==> config.mk <==
export PLATFORM = sky130hd
export DESIGN_NAME = conv_window_fetch
export DESIGN_NICKNAME = d
export VERILOG_FILES = /design/src/rtl/conv_window_fetch.sv
export SDC_FILE = /design/constraint.sdc
export NUM_CORES = 1
export LEC_CHECK = 0
export BUFFER_PORTS_ARGS = -buffer_cell sky130_fd_sc_hd__clkbuf_2
export CELL_PAD_IN_SITES_DETAIL_PLACEMENT = 1
export CELL_PAD_IN_SITES_GLOBAL_PLACEMENT = 2
export CORE_MARGIN = 2
export CORE_UTILIZATION = 37
export CTS_CLUSTER_DIAMETER = 80
export DETAILED_ROUTE_END_ITERATION = 10
export PLACE_DENSITY = 0.91
export SLEW_MARGIN = 40
export SYNTH_ARGS = -nofsm -noshare
export SYNTH_HDL_FRONTEND = slang
export SYNTH_SLANG_ARGS = --single-unit
export TNS_END_PERCENT = 100
==> constraint.sdc <==
create_clock -name clk -period 5.11 [get_ports clk]
set_input_delay 0.2555 -clock clk [delete_from_list [all_inputs] [get_ports clk]]
set_output_delay 0.2555 -clock clk [all_outputs]
set_load 0.05 [all_outputs]
==> src/rtl/conv_window_fetch.sv <==
// 3x3 window fetcher: streams windows of a 64x64 8-bit image read from a synchronous BRAM.
// Optional macro ZERO_PAD_EN selects "same" zero padding; the default build is valid convolution.
module conv_window_fetch #(
    parameter int IMG_W  = 64,
    parameter int IMG_H  = 64,
    parameter int ADDR_W = 12
) (
    input  logic              clk,
    input  logic              rst,
    input  logic              start,
    output logic              busy,
    output logic              done,
    output logic [ADDR_W-1:0] rd_addr,
    input  logic [7:0]        rd_data,
    output logic              win_valid,
    input  logic              win_ready,
    output logic [71:0]       win_data,
    output logic [5:0]        win_row,
    output logic [5:0]        win_col,
    output logic              win_last
);

`ifdef ZERO_PAD_EN
    localparam logic [5:0] LAST_ROW = 6'(IMG_H - 1);
    localparam logic [5:0] LAST_COL = 6'(IMG_W - 1);
`else
    localparam logic [5:0] LAST_ROW = 6'(IMG_H - 3);
    localparam logic [5:0] LAST_COL = 6'(IMG_W - 3);
`endif

    typedef enum logic [2:0] {
        IDLE  = 3'd0,
        FILL  = 3'd1,
        SHIFT = 3'd2,
        HOLD  = 3'd3,
        DONE  = 3'd4
    } state_t;

    state_t            state_r, state_n;
    logic [5:0]        row_r, col_r, row_n, col_n;
    logic [1:0]        ti_r, tj_r, ti_s, tj_s;
    logic              issuing_r, issue_s, shift_s, hs_s, last_hs_s, start_ok_s, cap_last_s;
    logic              s0_v_r, s1_v_r;
    logic [3:0]        s0_k_r, s1_k_r, k_s;
    logic [7:0]        pr_s, pc_s, cap_byte_s;
    logic [ADDR_W-1:0] addr_s, rd_addr_r;
    logic [71:0]       win_data_r;
    logic              win_valid_r, win_last_r, busy_r, done_r;
`ifdef ZERO_PAD_EN
    logic              oob_s, s0_pad_r, s1_pad_r;
`endif

    assign rd_addr   = rd_addr_r;
    assign win_data  = win_data_r;
    assign win_valid = win_valid_r;
    assign win_last  = win_last_r;
    assign win_row   = row_r;
    assign win_col   = col_r;
    assign busy      = busy_r;
    assign done      = done_r;

    // State register.
    always_ff @(posedge clk or posedge rst) begin
        if (rst) begin
            state_r <= IDLE;
        end else begin
            state_r <= state_n;
        end
    end

    // Next state, next window position and the tap to read this cycle.
    always_comb begin
        state_n    = state_r;
        row_n      = row_r;
        col_n      = col_r;
        issue_s    = 1'b0;
        ti_s       = ti_r;
        tj_s       = tj_r;
        shift_s    = 1'b0;
        hs_s       = 1'b0;
        last_hs_s  = 1'b0;
        start_ok_s = 1'b0;
        cap_last_s = s1_v_r && (s1_k_r == 4'd8);
        case (state_r)
            IDLE: begin
                if (start) begin
                    state_n    = FILL;
                    start_ok_s = 1'b1;
                    issue_s    = 1'b1;
                    row_n      = 6'd0;
                    col_n      = 6'd0;
                    ti_s       = 2'd0;
                    tj_s       = 2'd0;
                end else begin
                    state_n = IDLE;
                end
            end
            FILL, SHIFT: begin
                issue_s = issuing_r;
                if (cap_last_s) begin
                    state_n = HOLD;
                end else begin
                    state_n = state_r;
                end
            end
            HOLD: begin
                if (win_ready) begin
                    hs_s = 1'b1;
                    if (col_r != LAST_COL) begin
                        state_n = SHIFT;
                        col_n   = col_r + 6'd1;
                        issue_s = 1'b1;
                        shift_s = 1'b1;
                        ti_s    = 2'd0;
                        tj_s    = 2'd2;
                    end else if (row_r != LAST_ROW) begin
                        state_n = FILL;
                        row_n   = row_r + 6'd1;
                        col_n   = 6'd0;
                        issue_s = 1'b1;
                        ti_s    = 2'd0;
                        tj_s    = 2'd0;
                    end else begin
                        state_n   = DONE;
                        last_hs_s = 1'b1;
                    end
                end else begin
                    state_n = HOLD;
                end
            end
            DONE: begin
                state_n = IDLE;
            end
            default: begin
                state_n = IDLE;
            end
        endcase
    end

    // Pixel coordinate, BRAM address and tap slot of the read issued this cycle.
    always_comb begin
        k_s = {1'b0, ti_s, 1'b0} + {2'b00, ti_s} + {2'b00, tj_s};
`ifdef ZERO_PAD_EN
        // Coordinates below zero wrap to large values, so one compare covers both edges.
        pr_s   = {2'b00, row_n} + {6'd0, ti_s} - 8'd1;
        pc_s   = {2'b00, col_n} + {6'd0, tj_s} - 8'd1;
        oob_s  = (pr_s >= 8'(IMG_H)) || (pc_s >= 8'(IMG_W));
        addr_s = oob_s ? {ADDR_W{1'b0}}
                       : ADDR_W'(pr_s) * ADDR_W'(IMG_W) + ADDR_W'(pc_s);
        cap_byte_s = s1_pad_r ? 8'd0 : rd_data;
`else
        pr_s   = {2'b00, row_n} + {6'd0, ti_s};
        pc_s   = {2'b00, col_n} + {6'd0, tj_s};
        addr_s = ADDR_W'(pr_s) * ADDR_W'(IMG_W) + ADDR_W'(pc_s);
        cap_byte_s = rd_data;
`endif
    end

`ifdef ZERO_PAD_EN
    // Out-of-image flag travels with its read so the captured byte can be forced to zero.
    always_ff @(posedge clk or posedge rst) begin
        if (rst) begin
            s0_pad_r <= 1'b0;
            s1_pad_r <= 1'b0;
        end else begin
            s0_pad_r <= issue_s & oob_s;
            s1_pad_r <= s0_pad_r;
        end
    end
`endif

    // Read issue, two-stage capture pipeline matching BRAM latency, and window outputs.
    always_ff @(posedge clk or posedge rst) begin
        if (rst) begin
            row_r       <= 6'd0;
            col_r       <= 6'd0;
            ti_r        <= 2'd0;
            tj_r        <= 2'd0;
            issuing_r   <= 1'b0;
            rd_addr_r   <= {ADDR_W{1'b0}};
            s0_v_r      <= 1'b0;
            s0_k_r      <= 4'd0;
            s1_v_r      <= 1'b0;
            s1_k_r      <= 4'd0;
            win_data_r  <= 72'd0;
            win_valid_r <= 1'b0;
            win_last_r  <= 1'b0;
            busy_r      <= 1'b0;
            done_r      <= 1'b0;
        end else begin
            row_r <= row_n;
            col_r <= col_n;
            if (issue_s) begin
                rd_addr_r <= addr_s;
                s0_v_r    <= 1'b1;
                s0_k_r    <= k_s;
                issuing_r <= !((ti_s == 2'd2) && (tj_s == 2'd2));
                if (ti_s == 2'd2) begin
                    ti_r <= 2'd0;
                    tj_r <= tj_s + 2'd1;
                end else begin
                    ti_r <= ti_s + 2'd1;
                    tj_r <= tj_s;
                end
            end else begin
                s0_v_r <= 1'b0;
            end
            s1_v_r <= s0_v_r;
            s1_k_r <= s0_k_r;
            if (shift_s) begin
                for (int i = 0; i < 3; i++) begin
                    win_data_r[24*i +: 8]     <= win_data_r[24*i + 8 +: 8];
                    win_data_r[24*i + 8 +: 8] <= win_data_r[24*i + 16 +: 8];
                end
            end else if (s1_v_r) begin
                win_data_r[8*s1_k_r +: 8] <= cap_byte_s;
            end
            if (cap_last_s) begin
                win_valid_r <= 1'b1;
                win_last_r  <= (row_r == LAST_ROW) && (col_r == LAST_COL);
            end else if (hs_s) begin
                win_valid_r <= 1'b0;
                win_last_r  <= 1'b0;
            end
            if (start_ok_s) begin
                busy_r <= 1'b1;
            end else if (last_hs_s) begin
                busy_r <= 1'b0;
            end
            done_r <= last_hs_s;
        end
    end

endmodule

# Word-level counts from Yosys, hierarchy flattened
# Cells that the tools add are included.
[word_totals] regBits=118 latch_bits=0 mem_bits_rw=0 rom_bits=0 inputBits=12 elab_cells=105 n_memories=0
[op_classes] addsub=10 multipliers=0 div=0 n_lt_le_gt_ge=0 eq_ne=11 shifts=2 n_mux=54 bitwise_logic=1 n_reduce_logical=10
[ops] operator="$bwmux W72" n=1
[ops] operator="$shift A8 B34 Y72 const A" n=1
[ops] operator="$shiftx A8 B34 Y72" n=1
[ops] operator="$mux W64" n=1
[ops] operator="$mux W16" n=3
[ops] operator="$mux W6" n=8
[ops] operator="$neg A7 Y34" n=1
[ops] operator="$pmux W6 S2" n=2
[ops] operator="$mux W1" n=21
[ops] operator="$mux W2" n=10
[ops] operator="$add A12 B7 Y12" n=1
[ops] operator="$add A6 B1 Y6 const B" n=2
[ops] operator="$eq A6 B6 Y1 const B" n=2
[ops] operator="$mux W3" n=4
[ops] operator="$ne A6 B6 Y1 const B" n=2
[ops] operator="$pmux W3 S3" n=1
[ops] operator="$pmux W2 S2" n=2
[ops] operator="$add A6 B2 Y7" n=1
[ops] operator="$add A6 B2 Y6" n=1
[ops] operator="$eq A3 B2 Y1 const B" n=2
[ops] operator="$reduce_bool A2 Y1" n=3
[ops] operator="$add A2 B1 Y2 const B" n=2
[ops] operator="$add A3 B2 Y4" n=1
[ops] operator="$add A4 B2 Y4" n=1
[ops] operator="11 further kinds" n=14

# Depth between registers and ports, before layout
# Gate-level depths: netlist of the first run.
[logic_depth] depth_word=8 mapped_depth=15 ltp_nobuf=15

# Worst setup path before layout of the first run
# No wires, ideal clock.
[synth_path] path_kind="reg2reg" from="register col_r[0], in the netlist win_col[0]" to="register rd_addr_r[11], in the netlist rd_addr[11]" setup_ns=0.129 arrival_time_ns=3.674 slack_ns=1.307 path_stages_with_launch=15 period_less_slack_ns=3.803 cell_sequence="dfrtp_1 > ha_1 > and3_1 > buf_2 > nand4_1 > a21oi_1 > and2_1 > ha_1 > fa_1 > inv_1 > a2111o_1 > or4b_1 > nand3_1 > and4_1 > o31ai_2"
[synth_via] elab_chain_len=6 word_cells_on_any_way=22 cone_classes="4 x add/sub; 1 x eq/ne; 17 x mux"
[synth_rtl] element="start: declaration" line_no="40" rtl="logic [5:0] row_r, col_r, row_n, col_n;"
[synth_rtl] element="start signal: assignment" line_no="192" rtl="col_r <= col_n;"
[synth_rtl] element="$add A6 B1 Y6, or another cell as far along" line_no="111" rtl="col_n = col_r + 6'd1;"
[synth_rtl] element="$mux W6 / $mux W2 (equally long branches)" line_no="109" rtl="if (col_r != LAST_COL) begin"
[synth_rtl] element="$mux W6 / $mux W2 (equally long branches)" line_no="107" rtl="if (win_ready) begin"
[synth_rtl] element="$pmux W6 S2 / $pmux W2 S2 (equally long branches)" line_no="84" rtl="case (state_r)"
[synth_rtl] element="$add A6 B2 Y7 / $add A6 B2 Y6 (equally long branches)" line_no="153, 152"
[synth_rtl] element="$add A12 B7 Y12" line_no="154" rtl="addr_s = ADDR_W'(pr_s) * ADDR_W'(IMG_W) + ADDR_W'(pc_s);"
[synth_rtl] element="end signal: assignment" line_no="180" rtl="rd_addr_r <= {ADDR_W{1'b0}};"
[synth_rtl] element="end signal: assignment" line_no="194" rtl="rd_addr_r <= addr_s;"
[synth_rtl] element="end: declaration" line_no="46" rtl="logic [ADDR_W-1:0] addr_s, rd_addr_r;"
# Several ways; a longest one is shown, not always the timed one.
# A chain may end at the register's enable or synchronous reset.

# Worst setup path after layout of the first run
[layout_path] from="register col_r[1], in the netlist win_col[1]" to="register rd_addr_r[11], in the netlist rd_addr[11]"
# Same word-level chain as after synthesis.

==> results of run 1 <==
[report_power, final]
| part | total, mW | internal (mW) | switching (mW) | leakage, nW |
|---|---|---|---|---|
| clock network | 1.22 | 0.769 | 0.451 | 0.279 |
| registers | 1.55 | 1.28 | 0.271 | 1.50 |
| logic | 2.49 | 0.635 | 1.86 | 1.68 |
[cells in the mapped netlist, types with 2 or more instances]
cell type	count	area, sq um
buf_2	2	10.0
dfrtp_1	118	2950
a41oi_1	2	17.5
or3_1	5	31.3
and3_1	4	25.0
inv_1	35	131
and2_2	2	15.0
a21o_1	2	15.0
or4b_1	2	20.0
nor2_1	28	105
fa_1	4	80.1
o21ai_0	60	300
nor2b_1	3	18.8
mux2i_1	25	250
a31oi_1	7	43.8
buf_6	5	56.3
clkbuf_1	27	101
buf_1	2	7.51
and4_1	3	26.3
mux2_2	9	101
a222oi_1	16	160
nor3_1	8	40.0
o211ai_1	3	22.5
and2_1	5	31.3
nand4_1	8	50.1
nand2_1	124	465
ha_1	16	200
nor4_1	2	12.5
a21oi_1	21	105
nand3_1	11	55.1
xnor2_1	8	70.1
a22o_1	2	17.5
xor2_1	4	35.0
nand3b_1	3	22.5
[through the flow]
step	area [sq um]	total power [mW]
after floorplan	6030	3.40
after global placement	6690	3.93
after detailed placement	6690	4.03
after CTS	7290	5.29
after global routing	7320	5.56
final	7320	5.26
[per-layer routing]
metal | routed length, um | GRT usage [%]
met5 | 0 | 0
met4 | 202 | 6.46
met3 | 583 | 4.13
met2 | 8910 | 35.1
met1 | 8000 | 26.9
[logic make-up after synthesis]
family / Yosys count / synth area share (%)
compound gates: 130 / 14.7
xor+xnor: 13 / 2.20
fa+ha+maj: 20 / 4.65
buf+inv: 75 / 5.74
flops: 118 / 48.9
mux: 34 / 5.83
simple gates: 222 / 17.9
[worst paths after layout]
check | from | end | slack, ns | depth (start not counted)
min in group asynchronous | rst | win_col[2]$_DFF_PP0_ | 0.47 | 3
worst max register to register | win_col[1]$_DFF_PP0_ | rd_addr[11]$_DFFE_PP0P_ | 0.82 | 14
worst min-delay path | rd_data[7] | win_data[47]$_DFFE_PP0P_ | 0.23 | 3
max in group asynchronous | rst | win_data[57]$_DFFE_PP0P_ | 3.48 | 4
worst max-delay path | win_col[1]$_DFF_PP0_ | rd_addr[11]$_DFFE_PP0P_ | 0.82 | 14
worst min register to register | s0_v_r$_DFF_PP0_ | s1_v_r$_DFF_PP0_ | 0.35 | 0
[flip-flops by register name (all words and copies together), names as in the netlist, 2 cells and up]
name and flops:
win_data 72, rd_addr 12, tj_r 2, win_row 6, win_col 6, s0_k_r 4
s1_k_r 4, state_r 3, ti_r 2
[critical path, stage by stage (launching register included)]
cell	delay [ns]
dfrtp_1	0.45
inv_1	0.09
ha_1	0.20
and3_1	0.37
nand4_1	0.21
a21oi_1	0.47
and2_1	0.30
ha_1	0.22
fa_1	0.42
inv_1	0.09
a2111o_1	0.41
or4b_1	0.53
nand3_1	0.11
and4_1	0.22
o31ai_2	0.06
[layout make-up]
type	count	area, sq um
fill	1841	8570
sequential	118	2950
multi-input combinational	419	2760
timing repair buffer	114	581
clock buffer	18	429
tap	216	270
clock inverter	14	176
inverter	37	149
==> flow_metrics.tcl, run 1 <==
set metrics [dict create \
    status "finished clean" \
    netlist_instances 612 \
    io_pins 112 \
    postSynth.asyncResetShare_pct 100 \
    num_vias 5026 \
    die_h_um 132 \
    drt_first_iter_violations 276 \
    drtPass1Iterations 5 \
    n_antenna_cell 0 \
    antenna_found_initial 0 \
    ir_drop_mv 0.300 \
    ys_types 70 \
    required_ns 5.39 \
    dpl.cell_count 903 \
    clk_pin_slew_ns 0.06 \
    layout_commonest_cell "nand2_1" \
    stdcell_count 936 \
    ant_nets 0 \
    cp_max_fo 6 \
    rsz0062_at_grt "false" \
    cp-end-kind "flip-flop" \
    drive_above_1_share_pct 24.7 \
    worstPathArrival_ns 4.57 \
    routed_via_density 5.37 \
    clock.fmax_ghz 0.233 \
    setup_slack_ns 0.815 \
    final_nets 739 \
    clockBufferDepth 2 \
    wl_per_cell_um 18.9 \
    worst_pin_slew_ns 0.783 \
    tns_ns 0 \
    postCtsHoldBufs 0 \
    cts_tree "built" \
    finClkSkew_ns 0.0107 \
    hold_viol 0 \
    start_util_pct 38.0 \
    syn-num-nets 644 \
    grtUsageTotal_pct 20.8 \
    numClockSinks 118 \
    die_w_um 132 \
    path_class "flip-flop to flip-flop" \
    cellLeakagePower_nw 3.45 \
    grt_pass1_vias 5223 \
    fp-row-count 46 \
    hp-class "primary input to flip-flop" \
    finish.utilization_pct 46.1 \
    dpl.hpwl_mm 12.3 \
    hold_ws_ns 0.231 \
    post-cts-setup-buffer-count 0 \
    synth_edf_count 0 \
    grt_pass1_wl_mm 28.5 \
    synth_area_sq_um 6030 \
    post_cts_resized 0 \
    port-buffer-count 111 \
    core_sq_um 15900 \
    grt_max_degree 85 \
    drt_wl_total_mm 17.7 \
    clock_latency_ns 0.42 \
    final-max-slew-violation-count 0 \
    syn_avg_cell_area_sq_um 9.86 \
    power_density_nw_per_um2 718 \
    ys_ff_latch 118 \
    ys_warn_count 0 \
    seq_area_frac_synth_pct 48.9 \
    grt_overflow_total 0 \
    cts_buffers 17 \
    syn2layout_area_growth_pct 21.3 \
    fin_crit_ns 4.29 \
    cap_violations 0 \
    drc 0 \
    place_ws_ns 0.878 \
    relSlewSlack_pct 47.8 \
    gp_congestion 0.861 \
    cp-start-kind "flip-flop" \
    final_cell_mix "nand2_1, dfrtp_1, clkbuf_2, o21ai_0, inv_1" \
    htreeDepth 4 \
    post-route-period-util_pct 84.0 \
    root_buffer "clkbuf_16" \
    setup_viol 0 \
    synth_top_flop_cell "dfrtp_1" \
    dieArea_sq_um 17300 \
]
No activity file was read; power rests on OpenSTA's default activity.
==> inputs of run 2 (changes only) <==
ABC_AREA = 1   (was unset)
CORE_UTILIZATION = 30   (was 37)
PLACE_DENSITY = 0.83   (was 0.91)
clock period = 3.67 ns   (was 5.11 ns; I/O delays follow)
==> flow_metrics.tcl, run 2 <==
set metrics [dict create \
    drive_above_1_share_pct 24.7 \
    power_density_nw_per_um2 394 \
    cts_buffers 17 \
    wl_per_cell_um 17.0 \
    worst_pin_slew_ns 0.724 \
    ys_ff_latch 118 \
    die_h_um 149 \
    root_buffer "clkbuf_16" \
    required_ns 3.98 \
    cp_max_fo 7 \
    post_cts_resized 0 \
    fp-row-count 53 \
    power_frac_seq_pct 42.9 \
    rsz0062_at_grt "false" \
    clk_pin_slew_ns 0.06 \
    layout_commonest_cell "nand2_1" \
    cp-start-kind "flip-flop" \
    ys_types 43 \
    synth_largest_area_cell "dfrtp_1" \
    cap_violations 0 \
    dpl.hpwl_mm 14.9 \
    clockBufferDepth 2 \
    synth_area_sq_um 6310 \
    drtPass1Iterations 4 \
    power.internal_mw 2.33 \
    p_clk_share_pct 53.9 \
    seq_area_frac_synth_pct 46.8 \
    num_vias 5611 \
    synth_edf_count 0 \
    synth_top_flop_cell "dfrtp_1" \
    syn-num-nets 788 \
    clock_latency_ns 0.42 \
    largest_reg_flops 72 \
    grt_overflow_total 0 \
    ir_drop_mv 0.301 \
    fin_crit_ns 3.34 \
    finish.utilization_pct 37.5 \
    cp-end-kind "flip-flop" \
    final_nets 914 \
    grt_max_degree 70 \
    yosysTopAreaCellShare_pct 46.8 \
    antenna_found_initial 0 \
    post-route-period-util_pct 91.1 \
    numClockSinks 118 \
    yosysMostFrequentCell "nand2_1" \
    drt_wl_total_mm 19.9 \
    cts_tree "built" \
    hold_viol 0 \
    io_pins 112 \
    dieArea_sq_um 22200 \
    switching_share_pct 24.2 \
    hp-class "primary input to flip-flop" \
    start_util_pct 30.3 \
    relSlewSlack_pct 51.7 \
    tns_ns 0 \
    die_w_um 149 \
    grt_pass1_vias 5834 \
    synth.area.top_cells "dfrtp_1, nand2_1, inv_1" \
    core_sq_um 20800 \
    setup_viol 0 \
    power_frac_comb_pct 3.2 \
    worstPathArrival_ns 3.65 \
    hold_ws_ns 0.0563 \
    grt_pass1_wl_mm 31.8 \
    grtUsageTotal_pct 18.6 \
    syn_avg_cell_area_sq_um 8.34 \
    gp_congestion 0.824 \
    postSynth.asyncResetShare_pct 100 \
    finClkSkew_ns 0.00965 \
    syn2layout_area_growth_pct 23.7 \
    status "finished clean" \
    netlist_instances 756 \
    drc 0 \
    port-buffer-count 111 \
    synthTopCellsByCount "nand2_1, dfrtp_1, inv_1" \
    final-max-slew-violation-count 0 \
    drt_first_iter_violations 288 \
    routed_via_density 4.80 \
    ys_warn_count 0 \
    p_sw_mw 0.744 \
    clock.fmax_ghz 0.299 \
    ant_nets 0 \
    n_antenna_cell 0 \
    path_class "flip-flop to flip-flop" \
    final_cell_mix "nand2_1, dfrtp_1, clkbuf_2, inv_1, nor2_1" \
    cellLeakagePower_nw 4.06 \
    htreeDepth 4 \
]
==> run 2: cell types whose count changed in the layout (fill, tap and decap cells not counted), sizes merged, moves of 7 or more <==
cell	change
mux2	-9
nand2	+91
buf	+8
o21ai	-17
o211ai	+11
a222oi	-16
mux2i	-25
and2	-7
nand3	+53
inv	+74
a22oi	+18
a21oi	-12
nor2	+51
nand4	+8
==> run 2: cells by family after synthesis <==
group,count (synthesis),synth area share (%)
compound gates,102,10.8
fa+ha+maj,20,4.44
xor+xnor,6,0.833
simple gates,386,29.5
buf+inv,124,7.64
flops,118,46.8
==> run 2: area by class of cell <==
| cell class | instances | area, sq um |
|---|---|---|
| clock buffer | 18 | 429 |
| clock inverter | 14 | 149 |
| fill | 2533 | 13000 |
| inverter | 109 | 414 |
| multi-input combinational | 514 | 2870 |
| sequential | 118 | 2950 |
| tap | 275 | 344 |
| timing repair buffer | 122 | 641 |
==> run 2: power by group through the flow <==
stage	Combinational, mW	Sequential (mW)	Clock, mW
2_1_floorplan	0.0336	1.37	0
3_3_place_gp	0.0987	1.34	0
3_5_place_dp	0.0992	1.34	0
4_1_cts	0.101	1.32	1.68
5_1_grt	0.108	1.32	1.73
6_report	0.0975	1.32	1.66
==> run 2: worst paths after layout <==
check                                     start                      end  slack [ns]  cells past startpoint
max                        win_col[0]$_DFF_PP0_    s0_k_r[2]$_DFFE_PP0P_        0.33                     16
min                                  rd_data[1]  win_data[1]$_DFFE_PP0P_        0.06                      3
max reg2reg                win_col[0]$_DFF_PP0_    s0_k_r[2]$_DFFE_PP0P_        0.33                     16
min reg2reg                    s0_v_r$_DFF_PP0_         s1_v_r$_DFF_PP0_        0.35                      0
max in group asynchronous                   rst     win_col[0]$_DFF_PP0_        2.47                      4
min in group asynchronous                   rst         busy$_DFFE_PP0P_        0.40                      3
==> run 2: timing repair <==
| item | 4_1_cts | 5_1_grt |
|---|---|---|
| endpoints found under the hold margin | 67 | 0 |
| setup endpoints to repair | 0 | 0 |
| buffers inserted | 0 | 0 |
| hold buffers | 1 | 0 |
==> run 2: critical path: stages, from the launching register on <==
cell and delay (ns):
dfrtp_1 0.45, ha_1 0.22, inv_1 0.07, nor2_4 0.13
nand2_4 0.11, nor2_4 0.14, nor2_1 0.06, nor2_1 0.14
inv_1 0.12, nor2_1 0.30, inv_1 0.16, fa_1 0.52
inv_1 0.04, ha_1 0.19, fa_1 0.43, nand2_1 0.08
nand2_1 0.05
==> run 2: stage by stage <==
stage | instance area (sq um) | std cells | worst slack [ns] | total power, mW
finish | 7800 | 1170 | 0.326 | 3.08
global route | 7800 | 1170 | 0.0249 | 3.16
CTS | 7800 | 1170 | 0.300 | 3.10
detailed placement | 7210 | 1137 | 0.349 | 1.44
global placement | 7210 | 1137 | 0.483 | 1.44
floorplan | 6310 | 756 | 0.185 | 1.41
==> run 2: per-layer routing <==
layer	vias to the layer above	wire [um]	global-route usage, %
met4	0	323	5.52
li1	2713	-	-
met5	-	0	0
met2	115	9320	30.6
met1	2760	9390	24.8
met3	23	840	3.67
==> inputs of run 3 (changes only) <==
CORE_ASPECT_RATIO = 0.75   (was unset)
==> flow_metrics.tcl, run 3 (synthesized netlist as in run 2, its figures left out) <==
set metrics [dict create \
    status "finished clean" \
    tns_ns 0 \
    io_pins 112 \
    dieArea_sq_um 22200 \
    syn2layout_area_growth_pct 24.3 \
    final_area_sq_um 7840 \
    clock.fmax_ghz 0.307 \
    cap_violations 0 \
    cp_max_fo 7 \
    clock_latency_ns 0.42 \
    cts_tree "built" \
    wl_per_cell_um 17.7 \
    power_density_nw_per_um2 400 \
    numClockSinks 118 \
    seq_area_sq_um 2950 \
    finish.utilization_pct 38.3 \
    gp_congestion 0.898 \
    clockBufferDepth 2 \
    path_class "flip-flop to flip-flop" \
    post-cts-setup-buffer-count 0 \
    routed_via_density 4.82 \
    core_sq_um 20400 \
    fillers 2503 \
    post_cts_resized 0 \
    hp-class "primary input to flip-flop" \
    grt_pass1_wl_mm 33.0 \
    placement.cell_area_sq_um 7220 \
    hold_ws_ns 0.0742 \
    drt_wl_total_mm 20.8 \
    worstPathArrival_ns 3.56 \
    multi_input_area_sq_um 2880 \
    die_w_um 171 \
    fin_crit_ns 3.26 \
    relSlewSlack_pct 52.3 \
    fp-row-count 45 \
    required_ns 3.97 \
    drtPass1Iterations 6 \
    dpl.hpwl_mm 15.5 \
    grt_pass1_vias 5641 \
    largest_reg_flops 72 \
    htreeDepth 4 \
    grtUsageTotal_pct 19.7 \
    finClkSkew_ns 0.0177 \
    layout_commonest_cell "nand2_1" \
    die_h_um 130 \
    clk_pin_slew_ns 0.06 \
    final_nets 912 \
    grt_overflow_total 0 \
    final_cell_mix "nand2_1, dfrtp_1, clkbuf_2, inv_1, nor2_1" \
    drive_above_1_share_pct 24.7 \
    cts_buffers 17 \
    cp-end-kind "flip-flop" \
    ir_drop_mv 0.249 \
    cp-start-kind "flip-flop" \
    final-max-slew-violation-count 0 \
    hold_viol 0 \
    port-buffer-count 111 \
    worst_pin_slew_ns 0.714 \
    drt_first_iter_violations 387 \
    root_buffer "clkbuf_16" \
    rsz0062_at_grt "false" \
    power_mw 3.14 \
    ant_nets 0 \
    post-route-period-util_pct 88.7 \
    drc 0 \
    grt_max_degree 74 \
    num_vias 5658 \
    start_util_pct 30.9 \
    cellLeakagePower_nw 4.08 \
    n_antenna_cell 0 \
    antenna_found_initial 0 \
    setup_viol 0 \
]
[run 3: changes by cell type in the layout (fill, tap and decap cells not counted), moves of 2 or more]
cell        change
buf_4           -3
clkinv_4        +3
clkinv_2        -3
clkinvlp_4      -2
[run 3: path summary, 6_finish.rpt]
kind | start | end | slack (ns) | cells past startpoint
worst max register to register | win_col[1]$_DFF_PP0_ | s0_k_r[2]$_DFFE_PP0P_ | 0.41 | 17
worst max-delay path | win_col[1]$_DFF_PP0_ | s0_k_r[2]$_DFFE_PP0P_ | 0.41 | 17
min in group asynchronous | rst | win_data[51]$_DFFE_PP0P_ | 0.43 | 3
max in group asynchronous | rst | win_row[5]$_DFF_PP0_ | 2.51 | 4
worst min-delay path | rd_data[7] | win_data[7]$_DFFE_PP0P_ | 0.07 | 3
worst min register to register | s0_v_r$_DFF_PP0_ | s1_v_r$_DFF_PP0_ | 0.35 | 0
[run 3: layout make-up]
class                   instances  area share [%]
flip-flops and latches        118            37.7
multi-input cells             514            36.7
repair buffers                120            8.14
clock buffers                  18            5.60
inverters                     109            5.28
well taps                     282            4.50
clock inverters                14            2.11
[run 3: per-stage QoR]
stage / instances / setup slack (ns)
floorplan: 756 / 0.185
global placement: 1142 / 0.536
detailed placement: 1142 / 0.434
CTS: 1175 / 0.407
global route: 1175 / 0.0238
finish: 1175 / 0.413
[run 3: per-layer routing]
layer	global-route usage (%)	share of wire [%]	routed length [um]	vias to the layer above
met5	0	0	0	-
met4	4.54	0.93	194	0
met3	5.01	5.9	1220	16
met2	26.5	40	8360	136
met1	31.0	53	11000	2789
li1	-	-	-	2717
[run 3: timing repair]
item | 4_1_cts | 5_1_grt
hold endpoints to repair | 72 | 0
hold buffers | 1 | 0
endpoints found under the setup margin | 0 | 0
[run 3: critical path, cell delays in order, from the launching register on]
cell and delay, ns:
dfrtp_1 0.41, inv_1 0.10, ha_1 0.18, inv_1 0.07
nor2_4 0.13, nand2_4 0.11, nor2_4 0.13, nor2_1 0.06
nor2_1 0.13, inv_1 0.11, nor2_1 0.24, inv_1 0.16
fa_1 0.53, inv_1 0.04, ha_1 0.20, fa_1 0.42
nand2_1 0.07, nand2_1 0.05
[run 3: where the power goes]
group          internal (mW)  switching, mW
registers               1.31        0.00910
logic                 0.0190         0.0816
clock network           1.04          0.681
